<file path="src/rtl/hazard_pkg.sv">
// hazard_pkg: shared selector encodings and limits for the hazard/forwarding unit
package hazard_pkg;
  localparam int FWD_SEL_RF = 0;
  localparam int FWD_SEL_STAGE0 = 1;
  localparam int LOAD_LAT_MAX = 7;
  function automatic int fwd_sel_lop(input int num_fwd);
    return num_fwd + 1;
  endfunction
endpackage

</file>
<file path="src/rtl/hazard_scoreboard.sv">
// hazard_scoreboard: busy bits for in-flight long-latency writebacks, looked up per source operand
module hazard_scoreboard #(
  parameter int REG_AW = 5,
  parameter int NUM_SRC = 2
) (
  input  logic                      clk,
  input  logic                      rst,
  input  logic [NUM_SRC*REG_AW-1:0] src_rs,
  input  logic                      lop_issue,
  input  logic [REG_AW-1:0]         lop_rd,
  input  logic                      lop_done,
  input  logic [REG_AW-1:0]         lop_done_rd,
  output logic [NUM_SRC-1:0]        src_busy
);
  logic [2**REG_AW-1:0] busy, busy_nxt;
  // clear on completion first so a same-cycle issue to the same rd wins; x0 never busy
  always_comb begin
    busy_nxt = busy;
    if (lop_done) busy_nxt[lop_done_rd] = 1'b0;
    if (lop_issue && lop_rd != '0) busy_nxt[lop_rd] = 1'b1;
    busy_nxt[0] = 1'b0;
  end
  // busy register, cleared immediately by the active-low reset
  always_ff @(posedge clk or negedge rst)
    if (!rst) busy <= '0;
    else busy <= busy_nxt;
  for (genvar g = 0; g < NUM_SRC; g++) begin : g_lk
    assign src_busy[g] = busy[src_rs[g*REG_AW +: REG_AW]];
  end
endmodule

</file>
<file path="src/rtl/hazard_fwd_unit.sv">
// hazard_fwd_unit: operand bypass selection plus load-use stall counter; HAZARD_SCOREBOARD_EN adds long-op scoreboard and LOP-bus forwarding
module hazard_fwd_unit
  import hazard_pkg::*;
#(
  parameter int REG_AW = 5,
  parameter int NUM_SRC = 2,
  parameter int NUM_FWD = 2,
  parameter int LOAD_LAT = 1,
  parameter int SEL_W = $clog2(NUM_FWD + 2)
) (
  input  logic                      clk,
  input  logic                      rst,
  input  logic [NUM_SRC*REG_AW-1:0] src_rs,
  input  logic [NUM_SRC-1:0]        src_used,
  input  logic [NUM_FWD*REG_AW-1:0] fwd_rd,
  input  logic [NUM_FWD-1:0]        fwd_we,
  input  logic [NUM_FWD-1:0]        fwd_is_load,
  input  logic                      flush,
  input  logic                      lop_issue,
  input  logic [REG_AW-1:0]         lop_rd,
  input  logic                      lop_done,
  input  logic [REG_AW-1:0]         lop_done_rd,
  output logic [NUM_SRC*SEL_W-1:0]  fwd_sel,
  output logic                      nop
);
  localparam logic [SEL_W-1:0] SEL_LOP = SEL_W'(fwd_sel_lop(NUM_FWD));
  localparam logic [2:0] CNT_LOAD = 3'((LOAD_LAT > LOAD_LAT_MAX ? LOAD_LAT_MAX : LOAD_LAT) - 1);
  logic [NUM_SRC-1:0][NUM_FWD-1:0] hit;
  logic [NUM_SRC-1:0][SEL_W-1:0]   sel;
  logic [NUM_SRC-1:0]              lop_hit, src_busy;
  logic [2:0]                      stall_cnt;
  logic                            detect, sb_hazard;
`ifdef HAZARD_SCOREBOARD_EN
  hazard_scoreboard #(.REG_AW(REG_AW), .NUM_SRC(NUM_SRC)) u_sb (
    .clk(clk), .rst(rst), .src_rs(src_rs), .lop_issue(lop_issue), .lop_rd(lop_rd),
    .lop_done(lop_done), .lop_done_rd(lop_done_rd), .src_busy(src_busy)
  );
  // a completing long op can feed an operand straight off its result bus
  always_comb begin
    lop_hit = '0;
    for (int i = 0; i < NUM_SRC; i++)
      lop_hit[i] = src_used[i] && lop_done && lop_done_rd != '0 && lop_done_rd == src_rs[i*REG_AW +: REG_AW];
  end
`else
  logic unused_lop;
  assign unused_lop = ^{lop_issue, lop_rd, lop_done, lop_done_rd};
  assign lop_hit = '0;
  assign src_busy = '0;
`endif
  // operand/stage match matrix and load-use detection; x0 never matches
  always_comb begin
    hit = '0;
    detect = 1'b0;
    for (int i = 0; i < NUM_SRC; i++)
      for (int k = 0; k < NUM_FWD; k++) begin
        hit[i][k] = src_used[i] && fwd_we[k] && fwd_rd[k*REG_AW +: REG_AW] != '0 && fwd_rd[k*REG_AW +: REG_AW] == src_rs[i*REG_AW +: REG_AW];
        detect = detect | (hit[i][k] && fwd_is_load[k]);
      end
  end
  // youngest matching stage beats the LOP bus, which beats the register file
  always_comb begin
    sel = '0;
    sb_hazard = 1'b0;
    for (int i = 0; i < NUM_SRC; i++) begin
      sel[i] = lop_hit[i] ? SEL_LOP : SEL_W'(FWD_SEL_RF);
      for (int k = NUM_FWD - 1; k >= 0; k--)
        if (hit[i][k]) sel[i] = SEL_W'(FWD_SEL_STAGE0 + k);
      sb_hazard = sb_hazard | (src_used[i] && src_busy[i] && sel[i] != SEL_LOP);
    end
  end
  // load-use countdown: arm only when idle, flush aborts it
  always_ff @(posedge clk or negedge rst)
    if (!rst) stall_cnt <= '0;
    else if (flush) stall_cnt <= '0;
    else if (stall_cnt != '0) stall_cnt <= stall_cnt - 3'd1;
    else if (detect) stall_cnt <= CNT_LOAD;
  assign fwd_sel = rst ? sel : '0;
  assign nop = rst && !flush && (detect || stall_cnt != '0 || sb_hazard);
endmodule

</file>
<file path="config.mk">
export PLATFORM = sky130hd
export DESIGN_NAME = hazard_fwd_unit
export DESIGN_NICKNAME = d
export VERILOG_FILES = /design/src/rtl/hazard_pkg.sv /design/src/rtl/hazard_scoreboard.sv /design/src/rtl/hazard_fwd_unit.sv
export SDC_FILE = /design/constraint.sdc
export NUM_CORES = 1
export LEC_CHECK = 0
export CORE_ASPECT_RATIO = 0.7
export CORE_UTILIZATION = 25
export CTS_BUF_LIST = sky130_fd_sc_hd__clkbuf_16
export CTS_CLUSTER_DIAMETER = 50
export CTS_CLUSTER_SIZE = 16
export DETAILED_ROUTE_END_ITERATION = 12
export DONT_BUFFER_PORTS = 1
export GPL_ROUTABILITY_DRIVEN = 0
export SLEW_MARGIN = 0
export SYNTH_ARGS = -nofsm -noshare
export SYNTH_HDL_FRONTEND = slang
export SYNTH_SLANG_ARGS = --single-unit
</file>
<file path="constraint.sdc">
create_clock -name clk -period 5.26 [get_ports clk]
set_clock_uncertainty 0.05 [all_clocks]
set_input_delay 1.052 -clock clk [delete_from_list [all_inputs] [get_ports clk]]
set_output_delay 1.052 -clock clk [all_outputs]
set_load 0.05 [all_outputs]
</file>
==> reports/results.ini <==
[outcome]
status=finished clean

[floorplan]
start_util_pct=27.0
io_pins=46
design.core.area_sq_mm=0.00190
die_h_microns=39.9
fp-row-count=13
dieArea_sq_mm=0.00225
chipWidth_microns=56.2

[power_and_ir_drop]
total_power_mw=0.168
power_frac_clock_pct=68.9
internal-power_mw=0.137
p_sw_mw=0.0312
p_per_area_mw_per_mm2=270
pwr-share-seq_pct=14.6
p_leak_nw=0.269
switching_share_pct=18.6
power_frac_comb_pct=16.5
vdd.ir_drop.worst_mv=0.184

[sta]
maxSlewViolCount=0
finalCritPeriodShare_pct=70.7
fmax_ghz=0.269
tns_ps=0
rsz0062_at_grt=false
finalCriticalPeriod_ps=3720
slew-limit-headroom_pct=39.6
tightest_slew_ps=903
hold_violations=0
setup_violations=0

[clock_network]
h-tree-depth=1
clock_latency_ps=220
clk_path_buf_depth=2
cts_sinks=3
clk_pin_slew_ps=30
ctsHoldBuffers=0
cts_resized=0
cts_tree=yes
cts_root_buf=clkbuf_16
numCtsBuffers=3
cts_setup_buffers=0

[global_routing]
grt_pass1_vias=517
grt_pass1_wl_mm=2.17
grt_max_degree=8
antenna_found_initial=0
track_usage_pct=13.3
overflow=0

[setup_path]
r2r_slack_ps=3460
critPathLaunchType=primary input
crit_arrival_ps=2620
end_kind=output port
cp.required_ps=4160
crit_fanout=5
crit_type=primary input to output port

[placed_design]
dp.cells=87
place_area_sq_um=542
dp_hpwl_mm=1.23
io_buffers=0

[synth]
yosys.area.top_type=xnor2_1
synth_area_leaders=xnor2_1 20%, dfrtp_1 15%, xor2_1 14%
avgSynthCellArea_sq_um=7.91
synth_edf_count=0
netlist_top_cells_count=12 x xnor2_1, 8 x xor2_1, 7 x inv_1, 5 x nand2_1
syn-num-nets=108
synth_cells=65
synth_top_area_share_pct=20.4
synth_flop_cell=dfrtp_1
synth-seq-cells=3
ys_seq_area_share_pct=14.6
synthesis.area_sq_um=514
ys_types=24
yosys_warnings=0
synthArstFlopShare_pct=100
yosysMostFrequentCell=xnor2_1

[cells_and_area]
antenna_cells=0
final_util_pct=32.6
stdcell_area_sq_um=621
fin_cells=91
nFillCells=198
multi_input_area_sq_um=413
seq_area_sq_um=75.1
drive_above_1_share_pct=10.1
largest_reg_flops=3
largest_register=stall_cnt
syn2layout_area_growth_pct=20.7
top_regs=stall_cnt: 3 flops
fin_nets=113

[detailed_routing]
viasPerCell=5.23
avgRoutedWirePerCell_microns=15.2
drc=0
routed_wl_mm=1.38
vias=476
drt_first_iter_violations=6
ant_nets=0
firstDrtPassIters=2

[job]
maxCapViolCount=0

[min_path]
hp-class=primary input to asynchronous set/reset pin

layout make-up:
type / instances / share of cell area (%)
Sequential cell: 3 / 12.1
Clock buffer: 3 / 12.1
Multi-Input combinational cell: 55 / 66.5
Inverter: 7 / 4.23
Tap cell: 22 / 4.44
Clock inverter: 1 / 0.605
path summary, 6_finish.rpt:
path                            cells after the start                     start                       end
max in group asynchronous                           0                       rst  stall_cnt[0]$_DFFE_PN0P_
worst min-delay path                                0                       rst  stall_cnt[1]$_DFFE_PN0P_
worst min register to register                      2  stall_cnt[1]$_DFFE_PN0P_  stall_cnt[1]$_DFFE_PN0P_
worst max-delay path                                4                 fwd_rd[1]                       nop
min in group clk                                    2  stall_cnt[1]$_DFFE_PN0P_  stall_cnt[1]$_DFFE_PN0P_
worst max register to register                      6  stall_cnt[1]$_DFFE_PN0P_  stall_cnt[0]$_DFFE_PN0P_
stage by stage:
stage	hold WS (ps)	setup slack, ps
after floorplan	444	1670
after global placement	482	1580
after detailed placement	512	1520
after CTS	476	1530
after global routing	467	1350
final	480	1540
layout by cell type, fill, tap and decap left out:
master | Yosys | routed
inv_1 | 7 | 8
or4_1 | 3 | 3
nor2_1 | 2 | 2
xor2_1 | 8 | 8
nand2_1 | 5 | 5
nand4_1 | 2 | 2
nor4_1 | 2 | 2
a211oi_1 | 1 | 1
o211a_1 | 2 | 2
a21oi_1 | 2 | 2
nor3_1 | 2 | 2
o21ai_2 | 1 | 1
ha_1 | 2 | 2
nand3_1 | 2 | 2
dfrtp_1 | 3 | 3
or2_2 | 1 | 1
or3_1 | 1 | 1
clkbuf_16 | 0 | 3
o311a_2 | 1 | 1
or4_4 | 1 | 1
o21a_1 | 1 | 1
xnor2_1 | 12 | 12
mux2i_1 | 1 | 1
o21ai_0 | 1 | 1
o31ai_1 | 2 | 2
per-layer routing:
metal  GRT usage (%)  share of wire (%)
met1            12.4                 38
met2            25.3                 54
met3            7.42                6.8
met4            6.10               0.87
met5               0                  0
worst max-delay path, stage by stage:
cell	delay, ps
or4_1	490
o21ai_0	390
a211oi_1	180
o311a_2	500
cells by family after synthesis:
family,synth area share (%)
muxes,1.95
buffers and inverters,5.11
xor gates and xnor gates,34.1
adders and majority gates,4.87
and+or+nand+nor,22.9
AOI/OAI and AO/OA,16.5
DFF,14.6
power by group through the flow:
| stage | logic (mW) | clock network (mW) | registers [mW] |
|---|---|---|---|
| 5_1_grt | 0.0310 | 0.124 | 0.0246 |
| 4_1_cts | 0.0278 | 0.118 | 0.0246 |
| 3_3_place_gp | 0.0262 | 0 | 0.0248 |
| 3_5_place_dp | 0.0278 | 0 | 0.0248 |
| 6_report | 0.0276 | 0.116 | 0.0246 |
| 2_1_floorplan | 0.0243 | 0 | 0.0247 |
(Power assumes the default switching activity.)
